<file path="config.mk">
export PLATFORM = sky130hd
export DESIGN_NAME = tq4_row_sched_flat
export DESIGN_NICKNAME = d
export VERILOG_FILES = /design/src/rtl/tq4_row_sched_pkg.sv /design/src/rtl/tq4_row_sched_if.sv /design/src/rtl/tq4_row_sched_tag_pipe.sv /design/src/rtl/tq4_row_sched.sv /design/src/flat_wrapper.sv
export SDC_FILE = /design/constraint.sdc
export NUM_CORES = 1
export LEC_CHECK = 0
export ABC_CLOCK_PERIOD_IN_PS = 2100
export BUFFER_PORTS_ARGS = -buffer_cell sky130_fd_sc_hd__buf_2
export CAP_MARGIN = 25
export CORE_AREA = 2 2 152 154
export DETAILED_ROUTE_END_ITERATION = 8
export DIE_AREA = 0 0 154 156
export PLACE_DENSITY_LB_ADDON = 0.12
export SYNTH_ARGS = -nofsm -noshare
export SYNTH_HDL_FRONTEND = slang
export SYNTH_SLANG_ARGS = --single-unit
</file>
<file path="constraint.sdc">
create_clock -name clk -period 2.1 [get_ports clk]
set_input_delay 0.105 -clock clk [delete_from_list [all_inputs] [get_ports clk]]
set_output_delay 0.105 -clock clk [all_outputs]
set_load 0.01 [all_outputs]
</file>
<file path="src/rtl/tq4_row_sched_pkg.sv">
// Shared tq definitions: datapath widths, multiplier latency, row tag and
// scheduler state encoding used by the 4/8/16/32-point row schedulers.
package tq4_row_sched_pkg;

  localparam int TQ_IN_W     = 19;
  localparam int TQ_MCM_W    = 28;
  localparam int TQ_MCM4_LAT = 2;

  typedef struct packed {
    logic       valid;
    logic [1:0] row;
    logic       last;
  } row_tag_t;

  typedef enum logic [1:0] {
    ST_IDLE  = 2'd0,
    ST_ISSUE = 2'd1,
    ST_DRAIN = 2'd2
  } sched_state_t;

  function automatic row_tag_t make_tag(input logic [1:0] row);
    make_tag.valid = 1'b1;
    make_tag.row   = row;
    make_tag.last  = (row == 2'd3);
  endfunction

endpackage

</file>
<file path="src/rtl/tq4_row_sched_if.sv">
// Bundle of the row-feeder handshake, multiplier side-band and result bus
// around the 4-point row scheduler.
interface tq4_row_sched_if
  import tq4_row_sched_pkg::*;
#(
  parameter int IN_W  = TQ_IN_W,
  parameter int OUT_W = TQ_MCM_W
) ();

  logic                    i_valid;
  logic                    o_ready;
  logic                    i_inverse;
  logic                    i_abort;
  logic signed [IN_W-1:0]  i_d0, i_d1, i_d2, i_d3;

  logic                    mcm_inverse;
  logic signed [IN_W-1:0]  mcm_i0, mcm_i1, mcm_i2, mcm_i3;
  logic signed [OUT_W-1:0] mcm_m0, mcm_m1, mcm_m2, mcm_m3;

  logic                    o_valid;
  logic [1:0]              o_row;
  logic                    o_last;
  logic                    o_done;
  logic signed [OUT_W-1:0] o_r0, o_r1, o_r2, o_r3;
  logic                    o_busy;

  modport master (
    output i_valid, i_inverse, i_abort, i_d0, i_d1, i_d2, i_d3,
    output mcm_m0, mcm_m1, mcm_m2, mcm_m3,
    input  o_ready, mcm_inverse, mcm_i0, mcm_i1, mcm_i2, mcm_i3,
    input  o_valid, o_row, o_last, o_done, o_r0, o_r1, o_r2, o_r3, o_busy
  );

  modport slave (
    input  i_valid, i_inverse, i_abort, i_d0, i_d1, i_d2, i_d3,
    input  mcm_m0, mcm_m1, mcm_m2, mcm_m3,
    output o_ready, mcm_inverse, mcm_i0, mcm_i1, mcm_i2, mcm_i3,
    output o_valid, o_row, o_last, o_done, o_r0, o_r1, o_r2, o_r3, o_busy
  );

endinterface

</file>
<file path="src/rtl/tq4_row_sched_tag_pipe.sv">
// Depth-N shift register of row tags that follows rows through a
// fixed-latency multiplier; clr empties every stage on the next edge.
module tq_tag_pipe
  import tq4_row_sched_pkg::*;
#(
  parameter int DEPTH = TQ_MCM4_LAT + 1
) (
  input  logic     clk,
  input  logic     rst,
  input  logic     clr,
  input  row_tag_t tag_in,
  output row_tag_t tag_out
);

  row_tag_t stage_q [DEPTH];
  row_tag_t stage_d [DEPTH];

  always_comb begin
    stage_d[0] = tag_in;
    for (int i = 1; i < DEPTH; i++) begin
      stage_d[i] = stage_q[i-1];
    end
    if (clr) begin
      for (int i = 0; i < DEPTH; i++) begin
        stage_d[i] = '0;
      end
    end
  end

  always_ff @(posedge clk) begin
    if (rst) begin
      stage_q <= '{default: '0};
    end else begin
      stage_q <= stage_d;
    end
  end

  assign tag_out = stage_q[DEPTH-1];

endmodule

</file>
<file path="src/rtl/tq4_row_sched.sv">
// Feeds one 4x4 block, row by row, into the free-running 4-point constant
// multiplier and re-tags its results with row index, last and done.
module tq4_row_sched
  import tq4_row_sched_pkg::*;
#(
  parameter int IN_W    = TQ_IN_W,
  parameter int OUT_W   = TQ_MCM_W,
  parameter int MCM_LAT = TQ_MCM4_LAT
) (
  input logic           clk,
  input logic           rst,
  tq4_row_sched_if.slave bus
);

  sched_state_t            state_q, state_d;
  logic [1:0]              row_cnt_q, row_cnt_d;
  logic                    inv_q, inv_d;
  logic                    mcm_inv_q, mcm_inv_d;
  logic signed [IN_W-1:0]  mcm_i_q [4];
  logic signed [IN_W-1:0]  mcm_i_d [4];
  logic signed [OUT_W-1:0] res_q [4];
  logic signed [OUT_W-1:0] res_d [4];
  logic [1:0]              o_row_q, o_row_d;
  logic                    o_last_q, o_last_d;
  logic                    o_valid_q, o_valid_d;
  logic                    o_done_q, o_done_d;
  row_tag_t                tag_in, tag_out;
  logic                    accept;

  assign bus.o_ready = (state_q == ST_IDLE || state_q == ST_ISSUE) && !bus.i_abort && !rst;
  assign accept      = bus.i_valid & bus.o_ready;

  // The tag leaving the last stage lines up with the multiplier output of its row.
  tq_tag_pipe #(.DEPTH(MCM_LAT + 1)) u_tag_pipe (
    .clk     (clk),
    .rst     (rst),
    .clr     (bus.i_abort),
    .tag_in  (tag_in),
    .tag_out (tag_out)
  );

  always_comb begin
    state_d   = state_q;
    row_cnt_d = row_cnt_q;
    inv_d     = inv_q;
    mcm_inv_d = mcm_inv_q;
    mcm_i_d   = mcm_i_q;
    res_d     = res_q;
    o_row_d   = o_row_q;
    o_last_d  = o_last_q;
    o_valid_d = tag_out.valid;
    o_done_d  = tag_out.valid & tag_out.last;
    tag_in    = '0;

    case (state_q)
      ST_IDLE: begin
        if (accept) begin
          inv_d     = bus.i_inverse;
          row_cnt_d = 2'd1;
          state_d   = ST_ISSUE;
        end
      end
      ST_ISSUE: begin
        if (accept) begin
          row_cnt_d = row_cnt_q + 2'd1;
          if (row_cnt_q == 2'd3) state_d = ST_DRAIN;
        end
      end
      ST_DRAIN: begin
        if (tag_out.valid && tag_out.last) begin
          state_d   = ST_IDLE;
          row_cnt_d = '0;
        end
      end
      default: begin
        state_d   = ST_IDLE;
        row_cnt_d = '0;
      end
    endcase

    // Row 0 carries the block direction itself; later rows reuse the latched copy.
    if (accept) begin
      mcm_i_d   = '{bus.i_d0, bus.i_d1, bus.i_d2, bus.i_d3};
      mcm_inv_d = (state_q == ST_IDLE) ? bus.i_inverse : inv_q;
      tag_in    = make_tag(row_cnt_q);
    end

    if (tag_out.valid) begin
      res_d    = '{bus.mcm_m0, bus.mcm_m1, bus.mcm_m2, bus.mcm_m3};
      o_row_d  = tag_out.row;
      o_last_d = tag_out.last;
    end

    if (bus.i_abort) begin
      state_d   = ST_IDLE;
      row_cnt_d = '0;
      o_valid_d = 1'b0;
      o_done_d  = 1'b0;
      res_d     = res_q;
      o_row_d   = o_row_q;
      o_last_d  = o_last_q;
    end
  end

  always_ff @(posedge clk) begin
    if (rst) begin
      state_q   <= ST_IDLE;
      row_cnt_q <= '0;
      inv_q     <= 1'b0;
      mcm_inv_q <= 1'b0;
      mcm_i_q   <= '{default: '0};
      res_q     <= '{default: '0};
      o_row_q   <= '0;
      o_last_q  <= 1'b0;
      o_valid_q <= 1'b0;
      o_done_q  <= 1'b0;
    end else begin
      state_q   <= state_d;
      row_cnt_q <= row_cnt_d;
      inv_q     <= inv_d;
      mcm_inv_q <= mcm_inv_d;
      mcm_i_q   <= mcm_i_d;
      res_q     <= res_d;
      o_row_q   <= o_row_d;
      o_last_q  <= o_last_d;
      o_valid_q <= o_valid_d;
      o_done_q  <= o_done_d;
    end
  end

  assign bus.mcm_inverse = mcm_inv_q;
  assign bus.mcm_i0      = mcm_i_q[0];
  assign bus.mcm_i1      = mcm_i_q[1];
  assign bus.mcm_i2      = mcm_i_q[2];
  assign bus.mcm_i3      = mcm_i_q[3];
  assign bus.o_r0        = res_q[0];
  assign bus.o_r1        = res_q[1];
  assign bus.o_r2        = res_q[2];
  assign bus.o_r3        = res_q[3];
  assign bus.o_row       = o_row_q;
  assign bus.o_last      = o_last_q;
  assign bus.o_valid     = o_valid_q;
  assign bus.o_done      = o_done_q;
  assign bus.o_busy      = (state_q != ST_IDLE);

endmodule

</file>
<file path="src/flat_wrapper.sv">
// flat-port wrapper written by rule: the top's interface ports become plain ports
module tq4_row_sched_flat import tq4_row_sched_pkg::*;
#(
  parameter int IN_W    = TQ_IN_W,
  parameter int OUT_W   = TQ_MCM_W,
  parameter int MCM_LAT = TQ_MCM4_LAT
)
  (clk, rst, bus_i_valid, bus_i_inverse, bus_i_abort, bus_i_d0, bus_i_d1, bus_i_d2, bus_i_d3, bus_mcm_m0, bus_mcm_m1, bus_mcm_m2, bus_mcm_m3, bus_o_ready, bus_mcm_inverse, bus_mcm_i0, bus_mcm_i1, bus_mcm_i2, bus_mcm_i3, bus_o_valid, bus_o_row, bus_o_last, bus_o_done, bus_o_r0, bus_o_r1, bus_o_r2, bus_o_r3, bus_o_busy);
  tq4_row_sched_if #(.IN_W(IN_W), .OUT_W(OUT_W)) bus_i ();
  input logic clk;
  input logic rst;
  input wire logic [$bits(bus_i.i_valid)-1:0] bus_i_valid;
  input wire logic [$bits(bus_i.i_inverse)-1:0] bus_i_inverse;
  input wire logic [$bits(bus_i.i_abort)-1:0] bus_i_abort;
  input wire logic [$bits(bus_i.i_d0)-1:0] bus_i_d0;
  input wire logic [$bits(bus_i.i_d1)-1:0] bus_i_d1;
  input wire logic [$bits(bus_i.i_d2)-1:0] bus_i_d2;
  input wire logic [$bits(bus_i.i_d3)-1:0] bus_i_d3;
  input wire logic [$bits(bus_i.mcm_m0)-1:0] bus_mcm_m0;
  input wire logic [$bits(bus_i.mcm_m1)-1:0] bus_mcm_m1;
  input wire logic [$bits(bus_i.mcm_m2)-1:0] bus_mcm_m2;
  input wire logic [$bits(bus_i.mcm_m3)-1:0] bus_mcm_m3;
  output wire logic [$bits(bus_i.o_ready)-1:0] bus_o_ready;
  output wire logic [$bits(bus_i.mcm_inverse)-1:0] bus_mcm_inverse;
  output wire logic [$bits(bus_i.mcm_i0)-1:0] bus_mcm_i0;
  output wire logic [$bits(bus_i.mcm_i1)-1:0] bus_mcm_i1;
  output wire logic [$bits(bus_i.mcm_i2)-1:0] bus_mcm_i2;
  output wire logic [$bits(bus_i.mcm_i3)-1:0] bus_mcm_i3;
  output wire logic [$bits(bus_i.o_valid)-1:0] bus_o_valid;
  output wire logic [$bits(bus_i.o_row)-1:0] bus_o_row;
  output wire logic [$bits(bus_i.o_last)-1:0] bus_o_last;
  output wire logic [$bits(bus_i.o_done)-1:0] bus_o_done;
  output wire logic [$bits(bus_i.o_r0)-1:0] bus_o_r0;
  output wire logic [$bits(bus_i.o_r1)-1:0] bus_o_r1;
  output wire logic [$bits(bus_i.o_r2)-1:0] bus_o_r2;
  output wire logic [$bits(bus_i.o_r3)-1:0] bus_o_r3;
  output wire logic [$bits(bus_i.o_busy)-1:0] bus_o_busy;
  assign bus_i.i_valid = bus_i_valid;
  assign bus_i.i_inverse = bus_i_inverse;
  assign bus_i.i_abort = bus_i_abort;
  assign bus_i.i_d0 = bus_i_d0;
  assign bus_i.i_d1 = bus_i_d1;
  assign bus_i.i_d2 = bus_i_d2;
  assign bus_i.i_d3 = bus_i_d3;
  assign bus_i.mcm_m0 = bus_mcm_m0;
  assign bus_i.mcm_m1 = bus_mcm_m1;
  assign bus_i.mcm_m2 = bus_mcm_m2;
  assign bus_i.mcm_m3 = bus_mcm_m3;
  assign bus_o_ready = bus_i.o_ready;
  assign bus_mcm_inverse = bus_i.mcm_inverse;
  assign bus_mcm_i0 = bus_i.mcm_i0;
  assign bus_mcm_i1 = bus_i.mcm_i1;
  assign bus_mcm_i2 = bus_i.mcm_i2;
  assign bus_mcm_i3 = bus_i.mcm_i3;
  assign bus_o_valid = bus_i.o_valid;
  assign bus_o_row = bus_i.o_row;
  assign bus_o_last = bus_i.o_last;
  assign bus_o_done = bus_i.o_done;
  assign bus_o_r0 = bus_i.o_r0;
  assign bus_o_r1 = bus_i.o_r1;
  assign bus_o_r2 = bus_i.o_r2;
  assign bus_o_r3 = bus_i.o_r3;
  assign bus_o_busy = bus_i.o_busy;
  tq4_row_sched #(.IN_W(IN_W), .OUT_W(OUT_W), .MCM_LAT(MCM_LAT)) u_core (.clk(clk), .rst(rst), .bus(bus_i));
endmodule
</file>
==> results.md, run 1 <==
- Entering global routing, the biggest net connects 152 pins.
- The routed wire length is around 24000 um.
- After clock tree synthesis, the setup repair step added 0 buffers.
- The cell leakage power is roughly 5.4 nW.
- The actual slew at the worst max-slew pin is between 800 and 900 ps.
- Among all flip-flop cells after synthesis, the most frequent one is dfxtp_1.
- The number of global-route vias before repair is roughly 7500.
- The peak ir drop on the vdd network is between 0.5 and 0.6 mV.
- The part of the cycle the worst path needs is 91.2%.
- At the end of routability-driven placement, the weighted congestion stood at around 0.73.
- The total of buffers placed on input and output ports is 388.
- In this run the number of H-tree levels came out at 1.
- A synthesized cell averages a little over 8 um^2.
- The number of stages on the worst hold path is 4.
- The max-slew violation total from the final report is 0.
- The type of the tightest min-delay check is in -> reg.
- The first global-routing pass estimated between 30000 and 40000 um of wire.
- The I/O pin total is between 300 and 400.
- The die covers about 24000 um^2.
- The number of sinks driven by the clock tree is about 210.
- The count of final setup violators is 0.
- The total area inside the core boundary comes to around 22000 um^2.
- The Yosys warning count is 0.
- The worst-path maximum fanout is 78.
- The clock tree root buffer cell is clkbuf_16.
- The worst setup slack for register-to-register paths is about 180 ps.
- Setup repair after global routing left no endpoint under its margin.
- Counting distinct cell types in the post-synthesis netlist gives 23.
- The die outline width is 154 um.
- The tightest hold path in the finished design has a slack of ~57 ps.
- The area added between synthesis and finish is 69.5%.
- Counting every net in the synthesized netlist gives between 1000 and 1500.
- The TritonCTS clock tree is built.
- The final count of hold timing violations is 0.
- In the post-route analysis, the smallest setup slack over all paths is between 150 and 200 ps.
- The flow ran to the end, and the final reports show no timing, DRC or antenna violations.
- The cell count after synthesis is slightly below 900.
- For this run, design rule violations remaining after detail routing come to 0.
- Before CTS, the worst setup slack after placement is between 200 and 250 ps.
- The detail route stage leaves a number of antenna-violating nets equal to 0.
- The total power is 9.13 mW.
- For the final database, setup skew stands at between 5 and 6 ps.
- Detailed routing inserted a total of 7777 vias.
- The kind of capture point of the worst setup path is a flip-flop.
- The worst setup path is launched from a flip-flop.
- Global routing consumed, over all layers together, 19.2% of the routing resources.
- The worst reg-to-reg path cell count is 4.
- Summed over all layers, the global routing overflow is 0.
- From bottom edge to top edge, the die measures between 150 and 200 um.
- The average vias per placed instance is ~4.4.
- The final critical-path required period is about 1900 ps.
- The initial cell density of the core is 32.1%.
- The detailed router's first-iteration violation count is 443.
- The post-synthesis instance area is 7180 um^2.
- By startpoint and endpoint, the worst setup path is classified as reg -> reg.
- In the final layout, the share of cells above drive strength 1 is between 30% and 40%.
- The path with the worst hold slack has its endpoint at u_core.inv_q.
- The launch point of the worst reg-to-reg path is u_core.state_q[1].
- The worst-case headroom to the max-slew limit is 43.3%.
- For this design the ratio of total power to cell area is 751 nW/um^2.
- The detailed-route wire length per cell is between 10 and 15 um.
- The number of buffers on the longest clock path is 3.
- The total iterations of the first detailed-routing run is 7.
- The clock input transition at the sequential cells of the worst setup and hold paths is approximately 60 ps.
- The tool flagged a number of max-cap violations equal to 0.
- The number of nets in the layout is ~1600.
- The destination of the worst register-to-register timing path is u_core.bus.mcm_i0[9].
- The clock latency on the worst-skew pair is approximately 500 ps.
- The final sum of negative setup slack is 0 ps.
- The startpoint of the lowest-slack hold path is bus_i_abort.
- The antenna diode instance count is 0.
- The maximum clock frequency is ~520 MHz.
- The number of fill cells in the layout is 2087.
- Buffers inserted during clock tree synthesis total 24.
- The final HPWL from detailed placement is approximately 16000 um.
- The number of placement rows is 55.
- The async set or reset register ratio after synthesis is 0%.
- The number of enable flip-flop cells after synthesis is 0.
- The number of antenna violations at the first check in global routing is 0.
- The arrival time of the worst setup path is ~2300 ps.
- The post-synthesis sequential element count is 211.
- The share of the Yosys chip area taken by registers is roughly three fifths.
- The critical path required time is approximately 2500 ps.
report_power, final:
part           leakage [nW]  total (mW)  switching, mW  internal, mW
Combinational          3.30       0.760          0.309         0.451
Sequential             1.71        4.09         0.0283          4.06
Clock                 0.407        4.28           1.63          2.65
Total                  5.41        9.13           1.97          7.17
cells in the mapped netlist (2+ instances only):
cell | n | area [um^2]
dfxtp_1 | 211 | 4220
buf_1 | 8 | 30.0
nand2_1 | 385 | 1450
and2_1 | 12 | 75.1
buf_2 | 9 | 45.0
a21oi_1 | 193 | 966
mux2i_1 | 2 | 20.0
clkbuf_1 | 42 | 158
buf_6 | 8 | 90.1
nand3_1 | 3 | 15.0
nor2_1 | 4 | 15.0
o21ai_0 | 3 | 15.0
layout make-up:
cell class	count	area [um^2]	area share, %
Timing Repair Buffer	597	4120	33.9
Tap cell	285	357	2.93
Multi-Input combinational cell	611	2640	21.7
Clock buffer	36	737	6.06
Clock inverter	6	83.8	0.689
Inverter	2	7.51	0.0617
Sequential cell	211	4220	34.7
repair_timing:
action,in CTS,in global routing
endpoints found under the hold margin,193,0
resized for setup,0,0
hold buffers,192,0
routing by layer:
metal | wire, um | GRT usage (%)
met1 | 9860 | 22.1
met5 | 0 | 0
met3 | 2040 | 5.72
met2 | 11700 | 33.4
met4 | 807 | 7.88
state kept, by name, indices dropped and copies added (netlist names), 4 cells and up:
register / cells
u_core.bus.mcm_i1: 19
u_core.bus.o_r0: 28
u_core.bus.o_r1: 28
u_core.u_tag_pipe.tag_out: 4
u_core.bus.mcm_i0: 19
u_core.bus.o_r3: 28
u_core.bus.mcm_i3: 19
u_core.bus.o_r2: 28
u_core.u_tag_pipe.stage_q: 8
u_core.bus.mcm_i2: 19
worst max path at each step:
stage / startpoint / to / slack, ps
3_5_place_dp: u_core.state_q[1] / u_core.bus.mcm_i0[11] / 240
6_report: u_core.state_q[1] / u_core.bus.mcm_i0[9] / 180
5_1_grt: u_core.state_q[1] / u_core.bus.mcm_i0[9] / 80
3_3_place_gp: u_core.state_q[1] / u_core.bus.mcm_i0[5] / 260
2_1_floorplan: u_core.state_q[1] / u_core.bus.mcm_i2[10] / 560
4_1_cts: u_core.state_q[1] / u_core.bus.mcm_i0[11] / 230
cell families after synthesis:
logic type,Yosys count,synth area share (%)
buf+inv,69,4.60
fa+ha+maj,1,0.174
simple gates,410,22.2
compound gates,198,13.9
flops,211,58.8
mux,2,0.279
stage by stage:
stage | util (%) | cell area, um^2 | instances
after floorplan | - | 7180 | 891
after global placement | 42.2 | 9430 | 1514
after detailed placement | 42.2 | 9430 | 1514
after CTS | 54.4 | 12200 | 1748
after global routing | 54.4 | 12200 | 1748
final | 54.4 | 12200 | 1748
critical path, cell delays in order (launching register included):
cell	delay [ps]
dfxtp_1	340
or4b_2	700
buf_4	380
nand2_1	190
a21oi_1	80
placed cells by master, fill, tap and decap left out:
cell and n:
bufinv_16 2, nand3_1 3, or2_2 1, buf_4 7
clkbuf_8 7, nor4b_1 1, clkinv_4 1, nand2_1 385
o21ai_0 3, nor3_1 1, buf_6 1, ha_1 1
clkbuf_16 25, dfxtp_1 211, dlygate4sd3_1 192, buf_2 387
o211a_1 1, or4b_2 1, a211oi_1 1, a21oi_1 193
inv_1 1, mux2i_1 2, nand2b_4 1, and2_1 12
buf_12 10, nor2b_4 1, nor2_1 4, clkbuf_1 4
inv_2 1, clkinv_2 3
No activity file was read; power rests on OpenSTA's default activity.
==> inputs of run 2 (changes only) <==
--- a/config.mk
+++ b/config.mk
@@ -5,12 +5,12 @@
 export SDC_FILE = /design/constraint.sdc
 export NUM_CORES = 1
 export LEC_CHECK = 0
-export ABC_CLOCK_PERIOD_IN_PS = 2100
+export ABC_CLOCK_PERIOD_IN_PS = 1700
 export BUFFER_PORTS_ARGS = -buffer_cell sky130_fd_sc_hd__buf_2
 export CAP_MARGIN = 25
-export CORE_AREA = 2 2 152 154
+export CORE_AREA = 2 2 150 152
 export DETAILED_ROUTE_END_ITERATION = 8
-export DIE_AREA = 0 0 154 156
+export DIE_AREA = 0 0 152 154
 export PLACE_DENSITY_LB_ADDON = 0.12
 export SYNTH_ARGS = -nofsm -noshare
 export SYNTH_HDL_FRONTEND = slang
==> constraint.sdc (replaced) <==
create_clock -name clk -period 1.7 [get_ports clk]
set_input_delay 0.085 -clock clk [delete_from_list [all_inputs] [get_ports clk]]
set_output_delay 0.085 -clock clk [all_outputs]
set_load 0.01 [all_outputs]
==> run 2 against run 1 <==
- die area is 2.6% lower
- global-route usage up 0.70 points
- design area about the same
- critical path depth up 1
- clock power rose by 27%
- core utilization grew 1.7 points
- setup slack lost 28 ps
- wire length up 1.0%
- clock skew rose by 3.2 ps
==> results.md, run 2 (same netlist as run 1, synthesis figures left out) <==
- The type of the tightest min-delay check was in -> reg (unchanged).
- The total of buffers placed on input and output ports is 388 (unchanged).
- Leading cell types in the layout, fill and taps excluded: buf_2, nand2_1, dfxtp_1 (unchanged).
- The area added between synthesis and finish was 69.4% (was 69.5%).
- The maximum clock frequency came to 648 MHz (was 522 MHz).
- The I/O pin total is 389 (unchanged).
- The number of nets in the layout is 1641 (unchanged).
- The peak ir drop on the vdd network is 0.705 mV (was 0.580 mV).
- The actual slew at the worst max-slew pin was 703 ps (was 850 ps).
- The cell type of the slowest stage on the worst timing path was or4b_4 (was or4b_2).
- The maximum number of pins on one net before global-route repair came to 131 (was 152).
- Run status: completed (unchanged).
- The worst-case headroom to the max-slew limit is 53.1% (was 43.3%).
- The number of antenna-violating nets in the routed design is 0 (unchanged).
- Worst path cell trace: or4b_4 > inv_4 > buf_12 > nand2_1 > a21oi_1 (was or4b_2 > buf_4 > nand2_1 > a21oi_1).
- The number of antenna violations at the first check in global routing came to 0 (unchanged).
- The average vias per placed instance is 4.45 (about the same).
- The clock tree root buffer cell is clkbuf_16 (unchanged).
- The first-pass GRT wire length was 39100 um (was 38100 um).
- The detailed router's first-iteration violation count is 438 (was 443).
- The post-route clock skew is 8.75 ps (was 5.57 ps).
- The kind of cell with the highest combined delay on the critical path was simple AND/OR/NAND/NOR gates (unchanged).
- The final sum of negative setup slack was 0 ps (unchanged).
- The total iterations of the first detailed-routing run was 4 (was 7).
- The peak per-stage delay on the critical path is 580 ps (was 700 ps).
- The number of max-cap violations is 0 (unchanged).
- The type of the setup path with the least slack is reg -> reg (unchanged).
- The total buffers and inverters traversed by the critical path is 2 (was 1).
- The number of global-route vias before repair is 7602 (was 7531).
- The total congestion overflow after global routing came to 0 (unchanged).
- The kind of capture point of the worst setup path was a flip-flop (unchanged).
- The detailed-route wire length per cell is 14.1 um (was 13.9 um).
- The number of placement rows is 54 (was 55).
- The core outline area is 21700 um^2 (was 22400 um^2).
- The power per standard cell area is 941 nW/um^2 (was 751 nW/um^2).
- The final count of hold timing violations came to 0 (unchanged).
- The clock input transition at the sequential cells of the worst setup and hold paths is 60 ps (about the same).
- The critical path required time is 2110 ps (was 2450 ps).
- The deepest level of the CTS H-tree was 1 (unchanged).
- The final HPWL from detailed placement was 15900 um (was 15600 um).
- The antenna diode instance count is 0 (unchanged).
- The total power is 11.4 mW (was 9.13 mW).
- The global placer's final weighted congestion is 0.758 (was 0.729).
- The count of final setup violators came to 0 (unchanged).
- The max-slew violation total from the final report is 0 (unchanged).
- The arrival time of the worst setup path is 1960 ps (was 2270 ps).
- Unrepaired setup endpoints after global routing: no (unchanged).
- The part of the cycle the worst path needs is 90.8% (was 91.2%).
- The DRC violations left is 0 (unchanged).
- The cell leakage power was 5.42 nW (was 5.41 nW).
- The layout cell share with drive strength beyond 1 came to 30.7% (was 30.6%).
- The full die area is 23400 um^2 (was 24000 um^2).
- The final critical-path required period is 1540 ps (was 1920 ps).
- The clock latency on the worst-skew pair is 500 ps (was 510 ps).
- The TritonCTS clock tree is built (unchanged).
- The routed wire length is 24600 um (was 24400 um).
- The combined global-route utilization of all metal layers is 19.9% (was 19.2%).
- The final core utilization came to 56.1% (was 54.4%).
- The most common cell after layout, fill and taps aside is buf_2 (unchanged).
- The non-filler instance count after layout is 1745 (was 1748).
- The initial cell density of the core is 33.1% (was 32.1%).
- The number of buffers on the longest clock path is 3 (unchanged).
- The height of the die came to 154 um (was 156 um).
- The number of sinks driven by the clock tree came to 211 (unchanged).
- The number of placed instances with taps included is 1511 (was 1514).
- The number of fill cells in the layout is 1997 (was 2087).
- The startpoint class of the critical path is a flip-flop (unchanged).
- The die outline width is 152 um (was 154 um).
- The CTS buffer count is 24 (unchanged).
- The overall via count from detail_route is 7761 (was 7777).
- The worst-path maximum fanout came to 29 (was 78).
==> run 2: cell count changes in the layout (fill, tap and decap cells not counted), sizes merged <==
cell | before | now
buf | 405 | 407
clkbuf | 36 | 38
bufinv | 2 | 3
dlygate4sd3 | 192 | 190
clkinv | 4 | 3
==> run 2: area by class of cell <==
cell class	instances	area, um^2	area share (%)
flip-flops and latches	211	4220	34.7
repair buffers	597	4080	33.6
multi-input cells	611	2640	21.7
clock buffers	38	744	6.12
well taps	280	350	2.88
clock inverters	6	105	0.864
inverters	2	10.0	0.0823
==> run 2: worst min-delay path, cell delays in order <==
cell and delay [ps]:
buf_2 90, buf_4 140, nor3_1 70, o211a_1 110
==> run 2: power by group <==
group          switching [mW]  total, mW  leakage, nW  internal, mW
combinational           0.388      0.950         3.30         0.562
clock                    1.99       5.43        0.420          3.44
sequential             0.0368       5.05         1.71          5.02
==> run 2: per-layer routing <==
metal	share of wire (%)	track usage [%]	up-vias
met4	2.8	6.05	0
li1	-	-	3971
met3	7.2	5.55	46
met5	0	0	-
met2	49	35.7	301
met1	41	23.1	3443
==> run 2: path summary, 6_finish.rpt <==
| path | start | end | slack, ps | depth (start not counted) |
|---|---|---|---|---|
| min | bus_i_abort | u_core.state_q[0] | 40 | 4 |
| max | u_core.state_q[1] | u_core.bus.mcm_i0[2] | 160 | 5 |
| max reg2reg | u_core.state_q[1] | u_core.bus.mcm_i0[2] | 160 | 5 |
| min reg2reg | u_core.u_tag_pipe.stage_q[11] | u_core.u_tag_pipe.stage_q[7] | 420 | 1 |
==> run 2: through the flow <==
step           instance area (um^2)  setup slack, ps  hold slack [ps]
2_1_floorplan                  7180              163              221
4_1_cts                       12200              192             12.6
3_3_place_gp                   9400             35.4              325
6_report                      12200              157             41.1
5_1_grt                       12200             81.4             53.7
3_5_place_dp                   9400            -12.0              330
==> run 2: timing repair <==
action | in CTS | in global routing
hold buffers | 190 | 0
setup endpoints to repair | 44 | 0
hold endpoints to repair | 192 | 0
gates resized for setup | 3 | 0
buffers inserted | 0 | 0
